--- config.mk ---
export PLATFORM = sky130hd
export DESIGN_NAME = des_input_loader_flat
export DESIGN_NICKNAME = d
export VERILOG_FILES = /design/src/rtl/des_input_loader_if.sv /design/src/rtl/des_input_loader.sv /design/src/flat_wrapper.sv
export SDC_FILE = /design/constraint.sdc
export NUM_CORES = 1
export LEC_CHECK = 0
export CORE_UTILIZATION = 40
export CTS_CLUSTER_SIZE = 12
export DETAILED_ROUTE_END_ITERATION = 12
export PLACE_DENSITY = 0.67
export SETUP_SLACK_MARGIN = 0.4
export SYNTH_ARGS = -nofsm -noshare
export SYNTH_HDL_FRONTEND = slang
export SYNTH_SLANG_ARGS = --single-unit
--- constraint.sdc ---
create_clock -name clk -period 4.2 [get_ports clk]
set_input_delay 0.84 -clock clk [delete_from_list [all_inputs] [get_ports clk]]
set_output_delay 0.84 -clock clk [all_outputs]
set_load 0.05 [all_outputs]
--- src/rtl/des_input_loader_if.sv ---
// Handshake and select bundle between the input loader and the
// selector / triple-DES core.
interface des_input_loader_if;
    logic [1:4] message_sw;
    logic [1:3] key1_sw;
    logic [1:3] key2_sw;
    logic       start_valid;
    logic       start_ready;
    logic       core_done;

    modport master (
        output message_sw,
        output key1_sw,
        output key2_sw,
        output start_valid,
        input  start_ready,
        input  core_done
    );

    modport slave (
        input  message_sw,
        input  key1_sw,
        input  key2_sw,
        input  start_valid,
        output start_ready,
        output core_done
    );
endinterface

--- src/rtl/des_input_loader.sv ---
// Synchronises and debounces board switches/button, freezes the
// selection on a start press and requests a triple-DES run.
module des_input_loader #(
    parameter int DB_CYCLES = 1000000,
    parameter int CNT_W     = 20
) (
    input  logic                       clk,
    input  logic                       rst_n,
    input  logic [1:4]                 message_sw_raw,
    input  logic [1:3]                 key1_sw_raw,
    input  logic [1:3]                 key2_sw_raw,
    input  logic                       start_btn_raw,
    des_input_loader_if.master         core_if,
    output logic                       busy,
    output logic                       overrun,
    output logic [1:0]                 state_dbg
);

    typedef enum logic [1:0] {
        IDLE    = 2'd0,
        CAPTURE = 2'd1,
        REQ     = 2'd2,
        RUN     = 2'd3
    } state_e;

    localparam logic [CNT_W-1:0] CNT_MAX = CNT_W'(DB_CYCLES - 1);

    logic [10:0]      sync1_q;
    logic [10:0]      sync2_q;
    logic [1:10]      sw_vec;
    logic [1:10]      cand_sw_q;
    logic [1:10]      stable_sw_q;
    logic [CNT_W-1:0] cnt_sw_q;
    logic             cand_btn_q;
    logic             stable_btn_q;
    logic             prev_btn_q;
    logic [CNT_W-1:0] cnt_btn_q;
    logic             start_evt;

    state_e     state_q, state_d;
    logic [1:4] msg_q, msg_d;
    logic [1:3] k1_q, k1_d;
    logic [1:3] k2_q, k2_d;

    assign sw_vec    = sync2_q[10:1];
    assign start_evt = stable_btn_q & ~prev_btn_q;

    always_ff @(posedge clk) begin
        if (!rst_n) begin
            sync1_q      <= '0;
            sync2_q      <= '0;
            cand_sw_q    <= '0;
            stable_sw_q  <= '0;
            cnt_sw_q     <= '0;
            cand_btn_q   <= 1'b0;
            stable_btn_q <= 1'b0;
            prev_btn_q   <= 1'b0;
            cnt_btn_q    <= '0;
        end else begin
            sync1_q <= {message_sw_raw, key1_sw_raw,
                        key2_sw_raw, start_btn_raw};
            sync2_q <= sync1_q;
            // Stable only after DB_CYCLES consecutive equal samples
            if (sw_vec != cand_sw_q) begin
                cand_sw_q <= sw_vec;
                cnt_sw_q  <= '0;
            end else if (cnt_sw_q != CNT_MAX) begin
                cnt_sw_q <= cnt_sw_q + 1'b1;
            end
            if (cnt_sw_q == CNT_MAX)
                stable_sw_q <= cand_sw_q;
            if (sync2_q[0] != cand_btn_q) begin
                cand_btn_q <= sync2_q[0];
                cnt_btn_q  <= '0;
            end else if (cnt_btn_q != CNT_MAX) begin
                cnt_btn_q <= cnt_btn_q + 1'b1;
            end
            if (cnt_btn_q == CNT_MAX)
                stable_btn_q <= cand_btn_q;
            prev_btn_q <= stable_btn_q;
        end
    end

    always_ff @(posedge clk) begin
        if (!rst_n) begin
            state_q <= IDLE;
            msg_q   <= '0;
            k1_q    <= '0;
            k2_q    <= '0;
        end else begin
            state_q <= state_d;
            msg_q   <= msg_d;
            k1_q    <= k1_d;
            k2_q    <= k2_d;
        end
    end

    always_comb begin
        state_d = state_q;
        msg_d   = msg_q;
        k1_d    = k1_q;
        k2_d    = k2_q;
        case (state_q)
            IDLE: begin
                if (start_evt)
                    state_d = CAPTURE;
            end
            CAPTURE: begin
                msg_d   = stable_sw_q[1:4];
                k1_d    = stable_sw_q[5:7];
                k2_d    = stable_sw_q[8:10];
                state_d = REQ;
            end
            REQ: begin
                if (core_if.start_ready)
                    state_d = RUN;
            end
            RUN: begin
                if (core_if.core_done)
                    state_d = IDLE;
            end
            default: state_d = IDLE;
        endcase
    end

    assign core_if.message_sw  = msg_q;
    assign core_if.key1_sw     = k1_q;
    assign core_if.key2_sw     = k2_q;
    assign core_if.start_valid = (state_q == REQ);
    assign busy                = (state_q != IDLE);
    assign overrun             = start_evt & (state_q != IDLE);
    assign state_dbg           = state_q;

endmodule

--- src/flat_wrapper.sv ---
// flat-port wrapper written by rule: the top's interface ports become plain ports
module des_input_loader_flat 
#(
    parameter int DB_CYCLES = 1000000,
    parameter int CNT_W     = 20
)
  (clk, rst_n, message_sw_raw, key1_sw_raw, key2_sw_raw, start_btn_raw, busy, overrun, state_dbg, core_if_message_sw, core_if_key1_sw, core_if_key2_sw, core_if_start_valid, core_if_start_ready, core_if_core_done);
  des_input_loader_if core_if_i ();
  input  logic clk;
  input  logic rst_n;
  input  logic [1:4] message_sw_raw;
  input  logic [1:3] key1_sw_raw;
  input  logic [1:3] key2_sw_raw;
  input  logic start_btn_raw;
  output logic busy;
  output logic overrun;
  output logic [1:0] state_dbg;
  output wire logic [$bits(core_if_i.message_sw)-1:0] core_if_message_sw;
  output wire logic [$bits(core_if_i.key1_sw)-1:0] core_if_key1_sw;
  output wire logic [$bits(core_if_i.key2_sw)-1:0] core_if_key2_sw;
  output wire logic [$bits(core_if_i.start_valid)-1:0] core_if_start_valid;
  input wire logic [$bits(core_if_i.start_ready)-1:0] core_if_start_ready;
  input wire logic [$bits(core_if_i.core_done)-1:0] core_if_core_done;
  assign core_if_message_sw = core_if_i.message_sw;
  assign core_if_key1_sw = core_if_i.key1_sw;
  assign core_if_key2_sw = core_if_i.key2_sw;
  assign core_if_start_valid = core_if_i.start_valid;
  assign core_if_i.start_ready = core_if_start_ready;
  assign core_if_i.core_done = core_if_core_done;
  des_input_loader #(.DB_CYCLES(DB_CYCLES), .CNT_W(CNT_W)) u_core (.clk(clk), .rst_n(rst_n), .message_sw_raw(message_sw_raw), .key1_sw_raw(key1_sw_raw), .key2_sw_raw(key2_sw_raw), .start_btn_raw(start_btn_raw), .core_if(core_if_i), .busy(busy), .overrun(overrun), .state_dbg(state_dbg));
endmodule
==> results.py, run 1 <==
metrics = {
    "worst_setup_path": {
        "rr_worst_depth": 5,
        "critPathRequiredTime_ps": 3360,
        "reg2reg_to": "u_core.cnt_sw_q[4]",
        "worst_path_max_delay_cell": "sky130_fd_sc_hd__clkdlybuf4s50_1",
        "timing.rr.start": "u_core.cnt_sw_q[1]",
        "path_cells": "inv_1 -> ha_1 -> nor2_1 -> clkdlybuf4s50_1",
        "critPathBufInv": 2,
        "timing.critical_path.arrival_ps": 2040,
        "end_kind": "output pin",
        "cpLargestDelayFamily": "buffers and inverters",
        "critical-path-max-stage-delay_ps": 800,
        "startpoint_type": "register",
        "crit_fanout": 5,
        "r2r_setup_slack_ps": 2110,
        "critPathKind": "reg -> out",
    },
    "route": {
        "drt-wirelength-per-cell_um": 12.3,
        "drt_first_pass_iters": 4,
        "finalWirelength_um": 7140,
        "drt_iter0_drc": 83,
        "postRouteAntennaNets": 0,
        "detailroute.via_count": 2951,
        "drc_errors": 0,
        "via_per_inst": 5.09,
    },
    "timing": {
        "setup_ws_ps": 1320,
        "rsz0062_at_grt": "no",
        "setup_viol_count_final": 0,
        "timing_hold_violations_final": 0,
        "max_slew_margin_pct": 41.7,
        "timing.final.crit_share_pct": 68.7,
        "fin_skew_ps": 6.05,
        "tightest_slew_ps": 870,
        "final.min_clock_period_ps": 2880,
        "tns_ps": 0,
        "timing_max_transition_violations_final": 0,
        "clock.fmax_ghz": 0.347,
    },
    "cells_and_area": {
        "insertedDiodeCount": 0,
        "final_layout_size_suffix_gt1_share_pct": 5.76,
        "layout-area-overhead-vs-synth_pct": 15.8,
        "fillCellCount": 887,
        "design.final.nets": 468,
    },
    "run": {
        "maxCapViolations": 0,
    },
    "floorplanning": {
        "core.rowCount": 35,
        "die_w_um": 101,
        "boundaryPins": 30,
        "dieArea_um2": 10200,
        "effective_utilization_at_floorplan_pct": 41.8,
        "core_region_area_um2": 9370,
        "fp.dieH_um": 101,
    },
    "min_path": {
        "hold_path.startpoint": "u_core.sync1_q[0]",
        "timing.hold.worst.class": "reg -> reg",
        "timing.hold.worst_endpoint": "u_core.sync2_q[0]",
        "min_delay_path_depth": 1,
    },
    "clock_network": {
        "numClockSinks": 97,
        "root_buffer": "sky130_fd_sc_hd__clkbuf_8",
        "htree_num_levels": 3,
        "worst_skew_pair.late_latency_ps": 360,
        "post_cts.repair.setup_buffers": 0,
        "clock_tree_buf_depth": 2,
        "cts-hold-fix-buffers": 0,
        "clock_buffer_count_from_cts": 9,
        "path_clk_slew_ps": 100,
        "tritoncts": "done",
        "postCtsResizedCells": 0,
    },
    "yosys": {
        "synth_sequential_area_ratio_pct": 49.6,
        "synth-edff-count": 0,
        "synth_area_per_cell_um2": 9.25,
        "ys_top_cells_by_area": "sky130_fd_sc_hd__dfxtp_1 50%, sky130_fd_sc_hd__and2_1 6.2%, sky130_fd_sc_hd__xor2_1 4.0%, sky130_fd_sc_hd__a21oi_1 3.8%, sky130_fd_sc_hd__nand3_1 3.8%",
        "synth_seq_cells": 97,
        "synthesis_warnings": 0,
        "yosysUniqueCellTypes": 41,
        "post_synth_inst_count": 423,
        "synthMostInstantiatedCell": "sky130_fd_sc_hd__dfxtp_1",
        "syn-cell-area_um2": 3910,
        "synth_top_cell_area_share_pct": 49.6,
        "yosys.area.top_type": "sky130_fd_sc_hd__dfxtp_1",
        "synth_fp_nets": 445,
        "postSynth.topFlopCell": "sky130_fd_sc_hd__dfxtp_1",
        "post_synth_most_frequent_cells": "97 x sky130_fd_sc_hd__dfxtp_1, 39 x sky130_fd_sc_hd__and2_1, 30 x sky130_fd_sc_hd__a21oi_1, 30 x sky130_fd_sc_hd__nand3_1, 28 x sky130_fd_sc_hd__nor2_1",
        "postSynth.asyncResetShare_pct": 0,
    },
    "pwr": {
        "power.static_leakage_nw": 1.55,
        "cell_area_power_density_nw_per_um2": 384,
        "vdd.ir_drop.worst_v": 0.000216,
    },
    "grt": {
        "largest_net_degree_at_the_start_of_global_routing": 37,
        "grt_pass1_vias": 2652,
        "grt_antenna_before_repair": 0,
        "global_route.usage.total_pct": 14.9,
        "wire_length_of_the_first_global_routing_pass_um": 12000,
        "global_route.overflow_total": 0,
    },
    "place": {
        "placement.io_buffers": 29,
        "place_congestion": 0.785,
        "dp_worst_setup_slack_ps": 1430,
        "hpwl_um": 4900,
    },
    "status": {
        "outcome": "completed",
    },
}
## worst max path at each step
stage | from | to | slack [ps] | depth (start not counted)
2_1_floorplan | u_core.state_dbg[0] | overrun | 1600 | 3
3_3_place_gp | rst_n | u_core.cnt_sw_q[5] | 1460 | 5
3_5_place_dp | rst_n | u_core.cnt_sw_q[5] | 1430 | 5
4_1_cts | u_core.state_dbg[0] | overrun | 1290 | 4
5_1_grt | u_core.state_dbg[0] | overrun | 1220 | 4
6_report | u_core.state_dbg[0] | overrun | 1320 | 4
## flip-flops by register name, indices dropped and copies added (netlist names)
register / flops
u_core.cnt_btn_q: 20
u_core.cand_btn_q: 1
u_core.sync1_q: 11
u_core.core_if.key1_sw: 3
u_core.core_if.key2_sw: 3
u_core.cnt_sw_q: 20
u_core.sync2_q: 11
u_core.state_dbg: 2
u_core.prev_btn_q: 1
u_core.stable_sw_q: 10
u_core.cand_sw_q: 10
u_core.core_if.message_sw: 4
u_core.stable_btn_q: 1
## layout make-up
type	instances	area, um^2	area share (%)
timing repair buffer	31	305	6.74
clock buffer	9	124	2.73
inverter	7	26.3	0.580
clock inverter	7	93.8	2.07
tap	129	161	3.56
multi-input combinational	300	1880	41.5
sequential	97	1940	42.9
## where the power goes
| group | internal (mW) | switching [mW] | total, mW |
|---|---|---|---|
| registers | 0.938 | 0.0137 | 0.952 |
| logic | 0.0597 | 0.0785 | 0.138 |
| clock network | 0.293 | 0.356 | 0.649 |
## stage by stage
stage	cells	util, %	total power, mW	hold slack [ps]	area [um^2]
floorplan	423	-	1.07	412	3910
global placement	564	46.0	1.11	415	4310
detailed placement	564	46.0	1.11	421	4310
CTS	580	48.3	1.76	445	4530
global route	580	48.3	1.81	455	4530
finish	580	48.3	1.74	441	4530
## layer usage
metal  track usage, %  vias up  part of all wire, %
met5                0        -                    0
met4             5.69        0                  1.3
met3             3.33        6                  2.2
met2             23.6       31                   46
met1             19.7     1372                   51
li1                 -     1542                    -
## cell usage in the layout (no fill, tap or decap), drive strengths merged, types with 2 or more instances in the layout
cell type / netlist / routed
clkbuf: 18 / 9
and3: 4 / 4
dfxtp: 97 / 97
or2: 2 / 2
nor4: 7 / 7
nand4b: 2 / 2
a31oi: 6 / 6
a21oi: 30 / 30
nor2: 28 / 28
o21ai: 23 / 23
or4: 7 / 7
ha: 7 / 7
and4: 4 / 4
clkdlybuf4s50: 0 / 29
nor3: 13 / 13
nand3b: 2 / 2
nand4: 11 / 11
xnor2: 7 / 7
inv: 7 / 11
nand2: 18 / 18
mux2i: 12 / 12
xor2: 18 / 18
and2: 39 / 39
buf: 1 / 2
o31ai: 5 / 5
nand2b: 5 / 5
or3: 8 / 8
nand3: 30 / 30
or4b: 2 / 2
## logic make-up after synthesis
group                      Yosys count  synth area share, %
and+or+nand+nor                    185                 26.6
DFF                                 97                 49.6
buffers and inverters               26                 2.53
muxes                               12                 3.07
AOI/OAI and AO/OA                   71                 10.3
adders and majority gates            7                 2.24
xor gates and xnor gates            25                 5.59
No activity file was read; power rests on OpenSTA's default activity.
==> run 2: changes to the inputs <==
clock period = 3 ns   (was 4.2 ns; I/O delays follow)
==> results.py, run 2 (same netlist as run 1, synthesis figures left out) <==
metrics = {
    "status": {
        "outcome": "completed",
    },
    "route": {
        "drt-wirelength-per-cell_um": 12.6,
        "drt_first_pass_iters": 4,
        "drt_iter0_drc": 120,
        "detailroute.via_count": 3002,
        "via_per_inst": 5.14,
        "drc_errors": 0,
        "postRouteAntennaNets": 0,
        "finalWirelength_um": 7370,
    },
    "timing": {
        "timing_hold_violations_final": 0,
        "timing_max_transition_violations_final": 0,
        "tns_ps": 0,
        "setup_ws_ps": 549,
        "tightest_slew_ps": 681,
        "fin_skew_ps": 13.7,
        "final_hold_slack_ps": 444,
        "final.min_clock_period_ps": 2450,
        "max_slew_margin_pct": 54.6,
        "timing.final.crit_share_pct": 81.7,
        "clock.fmax_ghz": 0.408,
        "rsz0062_at_grt": "no",
        "setup_viol_count_final": 0,
    },
    "worst_setup_path": {
        "timing.critical_path.arrival_ps": 1850,
        "timing.rr.start": "u_core.cnt_btn_q[2]",
        "end_kind": "output pin",
        "critPathRequiredTime_ps": 2400,
        "crit_path_start": "u_core.state_dbg[0]",
        "r2r_setup_slack_ps": 1030,
        "crit_fanout": 5,
        "rr_worst_depth": 4,
        "reg2reg_to": "u_core.cnt_btn_q[18]",
        "critPathKind": "reg -> out",
        "startpoint_type": "register",
    },
    "floorplanning": {
        "effective_utilization_at_floorplan_pct": 41.8,
        "boundaryPins": 30,
        "dieArea_um2": 10200,
        "core.rowCount": 35,
        "fp.dieH_um": 101,
        "core_region_area_um2": 9370,
        "die_w_um": 101,
    },
    "clock_network": {
        "clock_tree_buf_depth": 2,
        "post_cts.repair.setup_buffers": 0,
        "cts-hold-fix-buffers": 0,
        "root_buffer": "sky130_fd_sc_hd__clkbuf_8",
        "worst_skew_pair.late_latency_ps": 370,
        "clock_buffer_count_from_cts": 9,
        "tritoncts": "done",
        "path_clk_slew_ps": 100,
        "htree_num_levels": 3,
        "numClockSinks": 97,
    },
    "pwr": {
        "power.static_leakage_nw": 1.57,
        "fin_total_pwr_mw": 2.44,
        "vdd.ir_drop.worst_v": 0.000421,
        "cell_area_power_density_nw_per_um2": 536,
    },
    "grt": {
        "global_route.overflow_total": 0,
        "grt_antenna_before_repair": 0,
        "wire_length_of_the_first_global_routing_pass_um": 12400,
        "grt_pass1_vias": 2793,
        "global_route.usage.total_pct": 15.5,
        "largest_net_degree_at_the_start_of_global_routing": 24,
    },
    "run": {
        "maxCapViolations": 0,
    },
    "cells_and_area": {
        "mostFrequentLayoutCells": "97 x sky130_fd_sc_hd__dfxtp_1, 39 x sky130_fd_sc_hd__and2_1, 30 x sky130_fd_sc_hd__nand3_1, 30 x sky130_fd_sc_hd__a21oi_1, 28 x sky130_fd_sc_hd__nor2_1",
        "postLayoutCellArea_um2": 4560,
        "postLayoutCoreUtil_pct": 48.6,
        "fillCellCount": 902,
        "layout-area-overhead-vs-synth_pct": 16.5,
        "design.final.nets": 472,
        "most_common_cell_after_layout_fill_and_taps_aside": "sky130_fd_sc_hd__dfxtp_1",
        "insertedDiodeCount": 0,
        "final_cells": 584,
        "final_layout_size_suffix_gt1_share_pct": 6.37,
        "largestRegisters": "u_core.cnt_btn_q (20), u_core.cnt_sw_q (20)",
    },
    "place": {
        "hpwl_um": 5150,
        "placed_cells_incl_taps": 568,
        "place_congestion": 0.780,
        "placement.io_buffers": 29,
        "dpl_cell_area_um2": 4340,
        "dp_worst_setup_slack_ps": 698,
    },
    "min_path": {
        "min_delay_path_depth": 1,
        "timing.hold.worst.class": "reg -> reg",
        "hold_path.startpoint": "u_core.sync1_q[5]",
        "timing.hold.worst_endpoint": "u_core.sync2_q[5]",
    },
}
==> run 2: cell types whose count changed in the layout (fill, tap and decap cells not counted), sizes merged <==
cell,before,now
clkinv,1,3
buf,2,6
inv,11,9
clkdlybuf4s50,29,27
dlygate4sd2,0,2
==> run 2: worst max path at each step <==
stage	cells after the start	endpoint	slack (ps)
3_3_place_gp	6	u_core.cnt_sw_q[0]	750
3_5_place_dp	6	u_core.cnt_sw_q[5]	700
5_1_grt	3	core_if_start_valid	480
4_1_cts	3	core_if_start_valid	530
6_report	3	core_if_start_valid	550
2_1_floorplan	3	overrun	640
==> run 2: timing repair <==
action                                 4_1_cts  5_1_grt
setup endpoints to repair                    2        0
resized for setup                            2        0
endpoints found under the hold margin        0        0
==> run 2: cell type report <==
class,instances,area (um^2),share of cell area (%)
sequential,97,1940,42.6
multi-input combinational,300,1870,41.1
timing repair buffer,35,333,7.30
tap,129,161,3.54
clock buffer,9,124,2.72
clock inverter,7,98.8,2.17
inverter,7,26.3,0.576
==> run 2: power breakdown <==
group          leakage [nW]  internal (mW)  switching (mW)
clock network         0.107          0.409           0.503
registers             0.787           1.31          0.0189
logic                 0.680         0.0844           0.116
==> run 2: routing by layer <==
layer  up-vias  wire, um  GRT usage [%]  part of all wire, %
met5         -         0              0                    0
met4         0        98           7.02                  1.3
met3         6       178           2.77                  2.4
met2        43      3440           26.3                   47
met1      1402      3650           19.0                   49
li1       1551         -              -                    -
==> run 2: worst max-delay path: stages, from the launching register on <==
cell,delay (ps)
sky130_fd_sc_hd__dfxtp_1,360
sky130_fd_sc_hd__inv_1,110
sky130_fd_sc_hd__ha_1,200
sky130_fd_sc_hd__clkdlybuf4s50_1,820
